File: src/rtl/icache_controller.sv
// Direct-mapped instruction cache: 8-byte lines, 32-bit fetch, blocking fill from main_memory.
// Define ICACHE_STATS_EN to add saturating hit_count/miss_count outputs.
module icache_controller #(
  parameter int INDEX_BITS = 4,
  parameter int ADDR_W     = 32
) (
  input  logic              clk,
  input  logic              reset,
  input  logic              cpu_req,
  input  logic [ADDR_W-1:0] cpu_addr,
  input  logic              flush,
  output logic [31:0]       instr,
  output logic              instr_valid,
  output logic              stall,
  output logic              mem_miss,
  output logic [ADDR_W-1:0] mem_addr,
`ifdef ICACHE_STATS_EN
  output logic [31:0]       hit_count,
  output logic [31:0]       miss_count,
`endif
  input  logic [63:0]       mem_block,
  input  logic              mem_write
);

  localparam int LINES = 1 << INDEX_BITS;
  localparam int TAG_W = ADDR_W - 3 - INDEX_BITS;

  typedef enum logic [1:0] {IDLE, LOOKUP, MISS, FILL} state_t;

  state_t state_q, state_d;

  logic [ADDR_W-1:2]     addr_q;
  logic [63:0]           data_mem [LINES];
  logic [TAG_W-1:0]      tag_mem  [LINES];
  logic [LINES-1:0]      valid_q;
  logic [63:0]           line_q;
  logic                  stall_q;
  logic                  flush_pend;

  logic [INDEX_BITS-1:0] idx;
  logic [TAG_W-1:0]      tag;
  logic                  hit;

  logic accept, clr_valid, lookup_hit, lookup_miss, fill_we, fill_done;

  wire unused_addr_bits = &{1'b0, cpu_addr[1:0]};

  assign idx   = addr_q[3+INDEX_BITS-1:3];
  assign tag   = addr_q[ADDR_W-1:3+INDEX_BITS];
  assign hit   = valid_q[idx] && (tag_mem[idx] == tag);
  assign stall = stall_q | flush_pend;

  always_ff @(posedge clk) begin
    if (!reset) state_q <= IDLE;
    else        state_q <= state_d;
  end

  always_comb begin
    state_d = state_q;
    case (state_q)
      IDLE:    if (cpu_req && !flush) state_d = LOOKUP;
      LOOKUP:  state_d = hit ? IDLE : MISS;
      MISS:    if (mem_write) state_d = FILL;
      FILL:    state_d = IDLE;
      default: state_d = IDLE;
    endcase
  end

  // A pending flush is applied on the IDLE edge, so a request accepted on
  // that same edge looks up against the already-cleared valid bits.
  always_comb begin
    accept      = (state_q == IDLE) && cpu_req && !flush;
    clr_valid   = (state_q == IDLE) && (flush || flush_pend);
    lookup_hit  = (state_q == LOOKUP) && hit;
    lookup_miss = (state_q == LOOKUP) && !hit;
    fill_we     = (state_q == MISS) && mem_write;
    fill_done   = (state_q == FILL);
  end

  always_ff @(posedge clk) begin
    if (fill_we) begin
      data_mem[idx] <= mem_block;
      tag_mem[idx]  <= tag;
      line_q        <= mem_block;
    end
    if (accept) addr_q <= cpu_addr[ADDR_W-1:2];
  end

  always_ff @(posedge clk) begin
    if (!reset) begin
      valid_q     <= '0;
      flush_pend  <= 1'b0;
      stall_q     <= 1'b0;
      instr       <= '0;
      instr_valid <= 1'b0;
      mem_miss    <= 1'b0;
      mem_addr    <= '0;
    end else begin
      if (clr_valid) valid_q <= '0;
      // A flush seen during the miss leaves the freshly filled line invalid.
      else if (fill_we && !flush && !flush_pend) valid_q[idx] <= 1'b1;

      if (state_q == IDLE) flush_pend <= 1'b0;
      else if (flush)      flush_pend <= 1'b1;

      if (accept)                        stall_q <= 1'b1;
      else if (lookup_hit || fill_done)  stall_q <= 1'b0;

      if (lookup_hit)     instr <= addr_q[2] ? data_mem[idx][63:32] : data_mem[idx][31:0];
      else if (fill_done) instr <= addr_q[2] ? line_q[63:32] : line_q[31:0];
      instr_valid <= lookup_hit || fill_done;

      if (lookup_miss) begin
        mem_miss <= 1'b1;
        mem_addr <= {addr_q[ADDR_W-1:3], 3'b000};
      end else if (fill_we) begin
        mem_miss <= 1'b0;
      end
    end
  end

`ifdef ICACHE_STATS_EN
  always_ff @(posedge clk) begin
    if (!reset) begin
      hit_count  <= '0;
      miss_count <= '0;
    end else begin
      if (lookup_hit && hit_count != 32'hFFFF_FFFF)   hit_count  <= hit_count + 32'd1;
      if (lookup_miss && miss_count != 32'hFFFF_FFFF) miss_count <= miss_count + 32'd1;
    end
  end
`endif

endmodule

File: config.mk
export PLATFORM = sky130hd
export DESIGN_NAME = icache_controller
export DESIGN_NICKNAME = d
export VERILOG_FILES = /design/src/rtl/icache_controller.sv
export SDC_FILE = /design/constraint.sdc
export NUM_CORES = 2
export LEC_CHECK = 0
export ABC_CLOCK_PERIOD_IN_PS = 9850
export BUFFER_PORTS_ARGS = -buffer_cell sky130_fd_sc_hd__buf_2
export CORE_ASPECT_RATIO = 1.1
export CORE_UTILIZATION = 55
export CTS_BUF_LIST = sky130_fd_sc_hd__clkbuf_16
export DETAILED_ROUTE_END_ITERATION = 8
export PLACE_DENSITY = 0.74
export RECOVER_POWER = 100
export SLEW_MARGIN = 20
export SYNTH_ARGS = -nofsm -noshare
export SYNTH_HDL_FRONTEND = slang
export SYNTH_SLANG_ARGS = --single-unit
File: constraint.sdc
create_clock -name clk -period 9.85 [get_ports clk]
set_clock_uncertainty 0.2 [all_clocks]
set_input_delay 1.97 -clock clk [delete_from_list [all_inputs] [get_ports clk]]
set_output_delay 1.97 -clock clk [all_outputs]
set_load 0.03 [all_outputs]
[Word-level counts from Yosys, hierarchy flattened]
Memories as Yosys holds them, arrays and structs flattened. A register that Yosys moved wholly into a read port is not among the register bits.
Cells that the tools add are included.
Operators by class
  add/sub/neg operators: 0
  multipliers: 0
  div/mod/pow operators: 0
  order comparisons: 2
  eq/ne operators: 6
  shift-type cells: 0
  multiplexer cells: 20
  bitwise logic cells: 3
  reduce and logical (&&, ||, !) cells: 23
Operators with widths (count)
  $mux W32: 4
  $eq A25 B25 Y1: 1
  $or A16 B16 Y16: 1
  $logic_and A1 B1 Y1: 11
  $mux W1: 8
  $mux W4: 2
  $pmux W2 S4: 1
  $mux W2: 3
  $reduce_bool A2 Y1: 3
  $lt A4 B5 Y1 const B: 1
  $bmux W1 S4: 1
  $demux W1 S4: 1
  $eq A2 B2 Y1 const B: 2
  $ge A4 B1 Y1 const B: 1
  $ne A2 B2 Y1 const B: 2
  $reduce_or A2 Y1: 2
  $logic_not A1 Y1: 3
  $eq A2 B1 Y1 const B: 1
  $logic_not A2 Y1: 1
  $logic_or A1 B1 Y1: 2
  $reduce_and A2 Y1: 1
  $not A1 Y1: 1
  $or A1 B1 Y1: 1
Word-level totals
  register bits after elaboration: 177
  bits in latches: 0
  RAM bits: 1424
  bits in read-only memories: 0
  bits of input ports: 101
  logic and storage cells: 66
  memories: 2
Memories
  data_mem: words 16, bits a word 64, rd ports 1, clocked after Yosys merged registers in 1, write ports 1, RTL line 33  | logic [63:0] data_mem [LINES];
  tag_mem: words 16, bits a word 25, rd ports 1, clocked after Yosys merged registers in 1, write ports 1, RTL line 34  | logic [TAG_W-1:0] tag_mem [LINES];

[Logic depth before layout (Yosys ltp)]
  depth after elaboration: 7
  mapped depth: 14

[Least setup slack after synthesis]
OpenSTA, ideal clock, no wires.
  kind: input to register
  from: input port mem_write
  to: memory data_mem[1][0], enable pin
  data arrival time: 9.874 ns
  required time: 9.005 ns
  setup slack: -0.869 ns
  stages on the path: 4
  path buffers: 0
  cell sequence: nand3_1 inv_1 nand3b_1 nor3_1
Between the ends
  longest elaborated chain between the ends: 3
RTL lines
  start, declared: RTL line 22  | input logic mem_write
  $logic_and A1 B1 Y1: RTL line 76  | fill_we = (state_q == MISS) && mem_write;
  via fill_we: RTL line 44  | logic accept, clr_valid, lookup_hit, lookup_miss, fill_we, fill_done;
  $mux W1: RTL line 81  | if (fill_we) begin
  $mux W1 (implied by the code): RTL line 82  | data_mem[idx] <= mem_block;
  end, declared: RTL line 33
The timed path passes the listed nets, and every way through them passes these cells.

[Final worst setup path]
  from: input port mem_write
  to: memory data_mem[12][22], enable pin
Between the ends
  longest elaborated chain between the ends: 3
RTL lines (RTL line)
  $logic_and A1 B1 Y1: 76
  $mux W1: 81
  $mux W1 (implied by the code): 82
No other way between the ends.

==> reports/metrics.yaml <==
critPathLaunch: "mem_write"
numCtsBuffers: 157
fp.dieArea_sq_um: 114000
fmax_mhz: 130
grt_pass1_vias: 31400
critPathKind: "input port to register"
crit_buf_inv: 2
portBuffers: 162
seq_area_frac_synth_pct: 76.2
grt_max_degree: 136
fin_crit_sh_pct: 78.1
ant_nets: 0
cp_top_family: "buffers and inverters"
min_period_ns: 7.69
peakVddDrop_v: 0.000176
track_usage_pct: 26.1
rsz0062_at_grt: "false"
vias: 30600
nNetsFinal: 3219
worstPathMaxFanout: 89
drive_above_1_share_pct: 20.6
antenna_found_initial: 12
clkPwrFrac_pct: 40.9
synthFlopType: "edfxtp_1"
synth_edf_count: 1518
hold_class: "register to register"
grt_pass1_wl_microns: 212000
maxCapViolations: 36
rows: 128
yosys.area.top_type: "edfxtp_1"
hold_buffers: 0
p_switching_mw: 3.06
finalWirelength_microns: 147000
cts_tree: "done"
h-tree-depth: 4
synth_area_per_cell_sq_um: 21.4
dr.first_iter.drc_count: 3860
end_kind: "register"
gp_congestion: 0.802
top_usage_layer: "met2"
syn_inst: 2903
p_total_mw: 14.2
clkTransAtPathRegs_ns: 0.06
synth_area_sq_um: 62100
viasPerCell: 6.46
met2_usage_pct: 42.7
postCtsResizedCells: 0
dr.pass1.iters: 5
grt.overflow.total: 0
async_flop_share_pct: 0
slowest_delay_ns: 4.67
power.share.sequential_pct: 53.4
post_drt_wl_per_cell_microns: 31.0
fin_tns_setup_ns: 0
insertion_delay_ns: 0.76
cts_setup_buffers: 0
ys_seq_elements: 1605
violations: "capacitance limit, slew limit"
post-route-drc-count: 0
startpoint_type: "input port"
status: "complete, but fails checks"
pre_cts_ws_ns: 4.25
cp.arrival_ns: 7.66
holdWs_ns: 0.257
p_leak_nw: 22.3
synth.distinct_cells: 67
cts_sinks: 1605
p_int_mw: 11.1
hold_viol: 0
synthTopCellsByArea: "edfxtp_1 73%, mux4_2 13%, mux2i_1 3.9%"
die_h_microns: 354
start_util_pct: 55.8
use_met1_pct: 34.7
crit_required_ns: 9.82
share_comb_of_total_power_pct: 5.7
final_common_cell: "edfxtp_1"
setup_violations: 0
p_sw_share_pct: 21.6
fin_util_pct: 62.1
core-area_sq_um: 111000
min_from: "mem_addr[8]"
chipWidth_microns: 322
clock-root-buffer: "clkbuf_16"
areaGrowthSynthToFinish_pct: 11.2
setup_slack_ns: 2.16
slew_viol_final: 1494
tightestPinTransition_ns: 6.54
grt.met3_usage_pct: 5.25
dp_hpwl_microns: 75900
layout_common_cells: "1518 x edfxtp_1, 349 x mux4_2, 245 x mux2i_1"
synth_warnings: 0
power_density_nw_per_um2: 205
relSlewSlack_pct: -336
synth_top_area_share_pct: 73.4
ioPinCount: 168
clockBufferDepth: 3
slowest_stage: "dlymetal6s4s_1"
path_cells: "clkbuf_1 -> nand3_1 -> or3_1 -> nor2_4 -> dlymetal6s4s_1"
==> cell usage after synthesis (3+ instances only) <==
cell	n
nand4_1	3
xnor2_1	20
dfxtp_1	87
mux4_1	7
inv_1	4
nand3_1	9
buf_12	5
o22ai_1	39
nor3_1	13
and2_1	7
a21oi_1	29
mux2_2	20
nand2_1	158
a22oi_1	22
nor2b_1	4
a2111o_1	30
a221oi_1	6
mux2i_1	245
buf_2	43
xor2_1	14
buf_1	11
a22o_1	5
mux4_2	349
clkbuf_1	67
or3_1	6
buf_4	19
o21ai_0	6
nor3b_1	5
edfxtp_1	1518
buf_6	22
o311ai_0	3
nor2_1	43
nand2b_1	8
o311ai_1	30
a211oi_1	4
==> worst paths after layout <==
check	endpoint	slack, ns	depth (start not counted)
worst min register to register	mem_addr[8]	0.26	2
worst max-delay path	data_mem[12][22]	2.16	5
worst max register to register	mem_addr[27]	2.68	12
worst min-delay path	mem_addr[8]	0.26	2
==> worst register-to-register path, cell delays in order, from the launching register on <==
cell       delay [ns]
dfxtp_1          2.38
buf_4            0.89
and2b_1          0.55
a22o_1           0.33
a221oi_1         0.34
xnor2_1          0.21
nand3_1          0.16
a2111oi_2        0.48
nand4_2          0.17
buf_4            0.30
o21ai_0          0.23
buf_4            0.53
mux2i_1          0.32
==> per-stage QoR <==
| step | cell area, sq um | instances |
|---|---|---|
| 3_5_place_dp | 64600 | 4454 |
| 6_report | 69100 | 4744 |
| 4_1_cts | 69600 | 4741 |
| 2_1_floorplan | 62100 | 2905 |
| 3_3_place_gp | 64500 | 4452 |
| 5_1_grt | 69100 | 4742 |
==> power by group through the flow <==
stage | Combinational, mW | Sequential (mW) | Clock [mW]
global route | 0.855 | 7.57 | 6.11
global placement | 0.792 | 7.70 | 0
finish | 0.807 | 7.56 | 5.80
detailed placement | 0.815 | 7.71 | 0
floorplan | 0.578 | 7.68 | 0
CTS | 0.822 | 7.56 | 5.87
==> per-layer routing <==
layer / routed length, microns / part of all wire [%]
met5: 84 / 0.057
met3: 13300 / 9.0
met2: 73000 / 50
met4: 5290 / 3.6
met1: 55100 / 38
==> layout make-up <==
| cell class | instances | area, sq um |
|---|---|---|
| flip-flops and latches | 1605 | 47300 |
| inverters | 7 | 27.5 |
| repair buffers | 222 | 1040 |
| clock inverters | 126 | 971 |
| diodes | 3 | 7.51 |
| fillers | 7462 | 42200 |
| multi-input cells | 1125 | 13800 |
| well taps | 1495 | 1870 |
| clock buffers | 161 | 4030 |
==> sequential cells by signal, summed over array words and instances (netlist names), 16 cells and up, named ones only <==
register / cells
addr_q: 30
data_mem: 1024
instr: 32
line_q: 64
mem_addr: 29
tag_mem: 400
valid_q: 16
==> cell families after synthesis <==
family / synth area share, %
compound gates: 2.51
xor+xnor: 0.479
buf+inv: 1.67
flops: 76.2
mux: 17.3
other cells: 0.00604
simple gates: 1.88
(Power assumes the default switching activity.)
